==> config.mk <==
export PLATFORM = sky130hd
export DESIGN_NAME = ntt_poly_mult_driver
export DESIGN_NICKNAME = d
export VERILOG_FILES = /design/src/rtl/ntt_poly_mult_driver.sv
export SDC_FILE = /design/constraint.sdc
export NUM_CORES = 1
export LEC_CHECK = 0
export CAP_MARGIN = 20
export CORE_MARGIN = 2
export CORE_UTILIZATION = 56
export DETAILED_ROUTE_END_ITERATION = 10
export PLACE_DENSITY = 0.89
export SKIP_CTS_REPAIR_TIMING = 1
export SLEW_MARGIN = 20
export SYNTH_ARGS = -nofsm -noshare
export SYNTH_HDL_FRONTEND = slang
export SYNTH_SLANG_ARGS = --single-unit
==> constraint.sdc <==
create_clock -name clk -period 4.04 [get_ports clk]
set_input_delay 0.808 -clock clk [delete_from_list [all_inputs] [get_ports clk]]
set_output_delay 0.808 -clock clk [all_outputs]
set_load 0.005 [all_outputs]
==> src/rtl/ntt_poly_mult_driver.sv <==
// ntt_poly_mult_driver
// Host-side sequencer for the NTT polynomial multiplier core. It takes one
// stream of 2*N coefficients (A then B), loads them into the core, runs one
// multiplication job, and streams the N result coefficients back out under
// downstream backpressure.
//
// Ports
//   clk, rst                       clock, synchronous active-high reset
//   in_valid/in_data/in_ready      coefficient input stream (A[0..N-1], B[0..N-1])
//   out_valid/out_data/out_last    result stream, index order, last = index N-1
//   out_ready                      downstream accept
//   job_busy                       high in every state except IDLE
//   job_done                       one-cycle pulse after the final result handshake
//   load_coeff/load_sel/load_addr/load_data   core load port (sel 0 = A, 1 = B)
//   start                          core start level
//   core_done                      core done level
//   read_addr/read_data            core result port, READ_LATENCY cycles
//
// state    | meaning
// ---------+-------------------------------------------------
// IDLE     | waiting for the first input word
// LOAD_A   | accepting N words of A
// LOAD_B   | accepting N words of B
// START    | start raised, one cycle
// WAIT     | start held, waiting for core_done
// READ     | issuing result reads, draining the result FIFO
// FINISH   | job_done pulse, back to IDLE next cycle
module ntt_poly_mult_driver #(
  parameter int N            = 256,
  parameter int WIDTH        = 32,
  parameter int ADDR_WIDTH   = 8,
  parameter int READ_LATENCY = 1
) (
  input  logic                  clk,
  input  logic                  rst,
  input  logic                  in_valid,
  input  logic [WIDTH-1:0]      in_data,
  output logic                  in_ready,
  output logic                  out_valid,
  output logic [WIDTH-1:0]      out_data,
  output logic                  out_last,
  input  logic                  out_ready,
  output logic                  job_busy,
  output logic                  job_done,
  output logic                  load_coeff,
  output logic                  load_sel,
  output logic [ADDR_WIDTH-1:0] load_addr,
  output logic [WIDTH-1:0]      load_data,
  output logic                  start,
  input  logic                  core_done,
  output logic [ADDR_WIDTH-1:0] read_addr,
  input  logic [WIDTH-1:0]      read_data
);

  localparam int IDX_W = $clog2(N + 1);

  typedef enum logic [2:0] {
    S_IDLE,
    S_LOAD_A,
    S_LOAD_B,
    S_START,
    S_WAIT,
    S_READ,
    S_FINISH
  } state_t;

  state_t                  state;
  logic [IDX_W-1:0]        load_idx;
  logic [IDX_W-1:0]        issue_idx;
  logic [IDX_W-1:0]        out_idx;
  logic [2:0]              fifo_count;
  logic [2:0]              inflight;
  logic [1:0]              wr_ptr;
  logic [1:0]              rd_ptr;
  logic [WIDTH-1:0]        fifo_mem [4];
  logic [READ_LATENCY-1:0] issue_pipe;

  logic in_hs;
  logic issue;
  logic push;
  logic pop;

  // in_ready drops once the phase count reaches N, so the transition cycle
  // never accepts a word.
  assign in_ready = ((state == S_LOAD_A) || (state == S_LOAD_B)) &&
                    (load_idx < IDX_W'(N));
  assign in_hs    = in_valid && in_ready;
  assign job_busy = (state != S_IDLE);

  // Reads are only issued when the FIFO has room for everything in flight,
  // so a captured word can never overflow the FIFO.
  assign issue     = (state == S_READ) && (issue_idx < IDX_W'(N)) &&
                     ((fifo_count + inflight) < 3'd4);
  assign read_addr = issue ? issue_idx[ADDR_WIDTH-1:0] : '0;
  assign push      = issue_pipe[READ_LATENCY-1];

  assign out_valid = (fifo_count != 3'd0);
  assign out_data  = out_valid ? fifo_mem[rd_ptr] : '0;
  assign out_last  = out_valid && (out_idx == IDX_W'(N - 1));
  assign pop       = out_valid && out_ready;

  always_ff @(posedge clk) begin
    if (rst) begin
      state      <= S_IDLE;
      load_idx   <= '0;
      load_coeff <= 1'b0;
      load_sel   <= 1'b0;
      load_addr  <= '0;
      load_data  <= '0;
      start      <= 1'b0;
      job_done   <= 1'b0;
    end else begin
      load_coeff <= 1'b0;
      job_done   <= 1'b0;
      if (in_hs) begin
        load_coeff <= 1'b1;
        load_sel   <= (state == S_LOAD_B);
        load_addr  <= load_idx[ADDR_WIDTH-1:0];
        load_data  <= in_data;
        load_idx   <= load_idx + 1'b1;
      end
      case (state)
        S_IDLE: begin
          if (in_valid) begin
            state    <= S_LOAD_A;
            load_idx <= '0;
          end
        end
        S_LOAD_A: begin
          if (load_idx == IDX_W'(N)) begin
            state    <= S_LOAD_B;
            load_idx <= '0;
          end
        end
        S_LOAD_B: begin
          if (load_idx == IDX_W'(N)) begin
            state <= S_START;
            start <= 1'b1;
          end
        end
        S_START: state <= S_WAIT;
        S_WAIT: begin
          if (core_done) begin
            state <= S_READ;
            start <= 1'b0;
          end
        end
        S_READ: begin
          if (pop && (out_idx == IDX_W'(N - 1))) begin
            state    <= S_FINISH;
            job_done <= 1'b1;
          end
        end
        S_FINISH: state <= S_IDLE;
        default:  state <= S_IDLE;
      endcase
    end
  end

  always_ff @(posedge clk) begin
    if (rst) begin
      issue_idx  <= '0;
      out_idx    <= '0;
      fifo_count <= '0;
      inflight   <= '0;
      wr_ptr     <= '0;
      rd_ptr     <= '0;
      issue_pipe <= '0;
    end else begin
      issue_pipe[0] <= issue;
      for (int i = 1; i < READ_LATENCY; i++) begin
        issue_pipe[i] <= issue_pipe[i-1];
      end
      inflight   <= inflight + 3'(issue) - 3'(push);
      fifo_count <= fifo_count + 3'(push) - 3'(pop);
      if (push) begin
        fifo_mem[wr_ptr] <= read_data;
        wr_ptr           <= wr_ptr + 1'b1;
      end
      if (pop) begin
        rd_ptr  <= rd_ptr + 1'b1;
        out_idx <= out_idx + 1'b1;
      end
      if (state != S_READ) begin
        issue_idx <= '0;
        out_idx   <= '0;
      end else if (issue) begin
        issue_idx <= issue_idx + 1'b1;
      end
    end
  end

endmodule

; Word-level counts from Yosys, hierarchy flattened
; Memories as Yosys holds them, arrays and structs flattened. A register that Yosys moved wholly into a read port is not among the register bits.
; Index checks and enable logic that the tools add are counted.
[totals]
register_bits = 85
ram_bits = 128
in_bits = 69
memories = 1
[classes]
addsub = 10
n_lt_le_gt_ge = 3
eq_ne = 13
mux = 22
bitwise = 1
reduce_logical = 16
[memory_table]
columns = name, words, word_bits, read_ports, rd_clocked_by_memory_dff, wr, line_no
row1 = fifo_mem, 4, 32, 1, 1, 1, 75  ; logic [WIDTH-1:0] fifo_mem [4];
[op_table]
columns = operator, count
row1 = two-way mux 32 bit, 1
row2 = "adder 9 x 1 -> 9 bit, second input constant", 3
row3 = two-way mux 9 bit, 3
row4 = "less-than comparator 9 bit, second input constant", 2
row5 = one-hot mux 3 bit (6 select lines), 1
row6 = one-hot mux 9 bit (2 select lines), 1
row7 = two-way mux 3 bit, 5
row8 = "equality test 9 x 8 -> 1 bit, second input constant", 1
row9 = "equality test 9 bit, second input constant", 1
row10 = two-way mux 8 bit, 1
row11 = logical AND 1 bit, 7
row12 = two-way mux 1 bit, 7
row13 = adder 3 x 1 -> 3 bit, 2
row14 = "equality test 3 x 2 -> 1 bit, second input constant", 2
row15 = "equality test 3 bit, second input constant", 2
row16 = "!= test 2 x 1 -> 1 bit, second input constant", 3
row17 = nonzero test 3 bit, 2
row18 = subtractor 3 x 1 -> 3 bit, 2
row19 = AND reduction 5 bit, 1
row20 = "adder 2 x 1 -> 2 bit, second input constant", 2
row21 = two-way mux 2 bit, 2
row22 = "!= test 2 bit, second input constant", 2
row23 = OR reduction 2 bit, 2
row24 = adder 3 bit, 1
row25 = 9 further kinds, 9

; Logic depth before layout (Yosys ltp)
[depth]
depth_word = 7
depth_mapped = 14

; Worst setup path before layout
; No wires, ideal clock.
[synth_timing]
path_type = flip-flop to flip-flop
start = register fifo_count[1]
end = register inflight[2]
arrival_time_ps = 2552
required_time_ps = 3912
slack_ps = 1360
stages_incl_launch_ff = 15
n_path_buf = 1
path_cell_list = dfxtp_1 > ha_1 > a31oi_1 > xor2_1 > buf_6 > nor2_1 > inv_1 > ha_1 > inv_1 > ha_1 > inv_1 > fa_1 > xor2_1 > xnor2_1 > nor2_1
[synth_via]
elab_chain_len = 5
[synth_rtl]
columns = item, line_no
row1 = "start, declared", 71  ; logic [2:0] fifo_count;
row2 = "start signal, assigned", 175  ; fifo_count <= fifo_count + 3'(push) - 3'(pop);
row3 = adder 3 bit, 93  ; ((fifo_count + inflight) < 3'd4);
row4 = less-than comparator 3 bit, 93
row5 = logical AND 1 bit, 92  ; assign issue = (state == S_READ) && (issue_idx < IDX_W'(N)) &&
row6 = adder 3 x 1 -> 3 bit, 174  ; inflight <= inflight + 3'(issue) - 3'(push);
row7 = subtractor 3 x 1 -> 3 bit, 174
row8 = "end signal, assigned", 174
row9 = "end, declared", 72  ; logic [2:0] inflight;
; Every way passes these cells.
; A chain may end at the register's enable or synchronous reset.

; Worst setup path in the final report
[layout_timing]
start = register fifo_count[1]
end = output port read_addr[4]
[layout_via]
elab_chain_len = 4
[layout_rtl]
columns = item, line_no
row1 = adder 3 bit, 93
row2 = less-than comparator 3 bit, 93
row3 = logical AND 1 bit, 92
row4 = two-way mux 8 bit, 94  ; assign read_addr = issue ? issue_idx[ADDR_WIDTH-1:0] : '0;
row5 = "end, declared", 51  ; output logic [ADDR_WIDTH-1:0] read_addr,
; Every way passes these cells.

==> results by group <==
Placement
  • GPL Wtd Cong: 0.840
  • Detailed Place HPWL: 12.0 mm
  • Post-DP Area: 0.0103 mm2
  • Dpl ws: 0.750 ns
  • Port Buffers: between 150 and 200

STA
  • Max-slew violation count: 0
  • Final hold vios: 0
  • RSZ-0062 raised after global routing: false
  • Fmax: 267 MHz
  • Count of final setup violators: 0
  • Setup_tns: 0 ns
  • Normalized max-slew margin: 42.4%
  • Clock Skews: 0.0126 ns
  • Crit share post-route: 92.6%
  • Worst Slack Setup Final: 0.298 ns
  • Least-Margin Pin Slew: 0.864 ns
  • Tmin final: 3.74 ns

Global route
  • First-pass GRT wire length: 29.4 mm
  • Pin count of the biggest net entering global routing: 57
  • GRT Resource Usage Total: ~22%
  • Vias in the first global route: 5927
  • Initial antenna violation count: 0
  • Global route overflow: 0

Critical path
  • R2R cell count: 13
  • CP arrival: 2.93 ns
  • Critical Path, Cell by Cell: ha_1 > a31oi_1 > xor2_1 > nor2_1 > inv_1 > nor2_1 > clkdlybuf4s50_1
  • Worst setup SP type: flop
  • CP Buf/Inv Count: 2
  • Kind of critical path: reg -> out
  • Highest-delay cell along the critical path: xor2_1
  • Most used cell, CP: nor2_1
  • Crit. End Element: output pin
  • Critical-path maximum fanout: 12
  • Worst path max stage delay: 0.64 ns
  • Crit path required time: approximately 3.2 ns
  • Critical path's top delay family: XOR/XNOR gates
  • Critical path depth: 7

Detailed routing
  • DRT iter0 DRCs: around 270
  • DRT Pass-1 Iters: 5
  • Routed Antenna Nets: 0
  • Routed via count: just under 6000
  • Final WL: 18.6 mm
  • Post-route DRC: 0
  • Wire per inst: 18.5 um
  • Vias per cell: 5.73

Pwr
  • Pleak: 3.63 nW
  • Power Density: 513 mW/mm2
  • Total power: ~5.7 mW
  • Worst VDD drop: 0.338 mV

CTS
  • CTS Buf Count: 22
  • Clk Tree Root Cell: clkbuf_16
  • Clk_lat worst skew: 0.49 ns
  • CTS Sinks: 215
  • CTS tree: built
  • Worst-path clk slew: 0.06 ns
  • H-tree level count: 1
  • Max Root-Sink Buffers: 3

Logic synthesis
  • Synth area leader: edfxtp_1
  • Number of synthesized register bits: 215
  • Post-synth EDFFs: ~130
  • Cell Area, Synth: 0.00865 mm2
  • Fraction of registers with async set/reset: 0%
  • Main combinational cell family by area after synthesis: simple AND/OR/NAND/NOR gates
  • Gate Count Post-Synth: roughly 660
  • Mux contribution to synthesized area: a little under 9%
  • Synth Area in Adders: 2.49%
  • XOR/XNOR Fraction of Synth Area: between 1.5 and 2%
  • Top cells by area, synth: edfxtp_1 (44%), dfxtp_1 (20%), mux4_2 (8.3%)
  • Post-Synth Simple-Gate Area: 13.1%
  • Syn nets: about 740
  • Seq/Total Area, Yosys: 64.6%
  • Synth Flop Type: edfxtp_1
  • Yosys warning total: 0
  • Post-synthesis compound-gate area fraction: 6.45%
  • Synth cell types: 60
  • Top-area cell type share of the netlist area: 44.4%
  • Syn Area/Cell: approximately 13 um2

Finish
  • Fin util: 72.9%
  • Final Instance Area: 0.0110 mm2
  • Commonest non-fill, non-tap cell in the layout: clkdlybuf4s50_1
  • Commonest cells after routing, fill and taps aside: clkdlybuf4s50_1 (155), edfxtp_1 (128), nand2_1 (97), dfxtp_1 (86), a21oi_1 (52)
  • Share of cells above drive strength 1: 10.7%
  • Synth-to-layout area growth: 27.5%
  • N_diodes: 0
  • Final net count: 892

Run status
  • Run status: finished, final reports clean

Floorplan
  • IO Count: 157
  • Initial core utilization: 57.1%
  • Core Area: 0.0151 mm2
  • # rows: 45
  • Chip Height: around 130 um
  • Full die area: 0.0165 mm2
  • Die Wd: 128 um

Job
  • # Max-Cap Violations: 0

Worst hold path
  • Hold Path Class: reg -> reg
  • Hold Path Depth: 2
[cell families after synthesis]
kind of cell,after synthesis
mux,36
compound gates,91
buf+inv,55
simple gates,227
fa+ha+maj,16
xor+xnor,17
flops,215
[power breakdown]
group | internal (mW) | switching (mW) | leakage (nW) | total (mW)
sequential | 2.37 | 0.0770 | 1.85 | 2.44
clock | 1.14 | 0.791 | 0.324 | 1.93
combinational | 0.742 | 0.541 | 1.46 | 1.28
[worst reg2reg max path, cell delays in order (launching register included)]
cell and delay [ns]:
dfxtp_1 0.46, ha_1 0.28, a31oi_1 0.27, xor2_1 0.64, nor2_1 0.14, inv_1 0.16, ha_1 0.25, inv_1 0.06
ha_1 0.15, inv_1 0.05, fa_1 0.37, xor2_1 0.17, xnor2_1 0.13, nor2_1 0.05
[cell usage after synthesis (3+ instances only)]
cell type / count
clkbuf_1: 21
o21ai_0: 6
mux2i_1: 3
nand3_1: 10
nor2_1: 32
inv_1: 17
xor2_1: 7
nand2_1: 97
a311oi_1: 7
nor2b_1: 38
and2_1: 6
buf_2: 12
a21oi_1: 52
nor4_1: 3
dfxtp_1: 87
or4_1: 3
o22ai_1: 5
nor3_1: 3
a31oi_1: 4
ha_1: 14
o31ai_1: 4
edfxtp_1: 128
nand4_1: 6
xnor2_1: 9
mux4_2: 32
nand3b_1: 3
and3_1: 12
[cell type report]
cell class | count | area, um2
Multi-Input combinational cell | 387 | 2840
Sequential cell | 215 | 5590
Clock inverter | 10 | 78.8
Timing Repair Buffer | 163 | 1610
Fill cell | 942 | 4110
Tap cell | 188 | 235
Clock buffer | 29 | 619
Inverter | 18 | 67.6
[per-layer routing]
layer	track usage (%)	share of wire, %
met1	27.7	39
met2	39.7	51
met3	5.05	7.7
met4	6.21	2.3
met5	0	0
[registers in the layout, summed over array words and instances, names as in the netlist, named ones only]
| register | flops |
|---|---|
| fifo_mem | 128 |
| load_data | 32 |
| issue_idx | 9 |
| load_idx | 9 |
| out_idx | 9 |
| load_addr | 8 |
| fifo_count | 3 |
| inflight | 3 |
| state | 3 |
| rd_ptr | 2 |
| wr_ptr | 2 |
| issue_pipe | 1 |
| job_done | 1 |
| load_coeff | 1 |
| load_sel | 1 |
| start | 1 |
[path summary, 6_finish.rpt]
check / slack (ns) / end / start
setup / recovery: 0.30 / read_addr[4] / fifo_count[1]
hold reg to reg: 0.45 / load_data[7] / load_data[7]
hold / removal: 0.45 / load_data[7] / load_data[7]
setup reg to reg: 0.75 / inflight[2] / fifo_count[1]
[through the flow]
stage	hold WS, ns	cells
after floorplan	0.453	657
after global placement	0.444	971
after detailed placement	0.446	971
after CTS	0.454	1010
after global routing	0.487	1010
final	0.454	1010
Note: power is estimated with default switching activity, not from simulation.
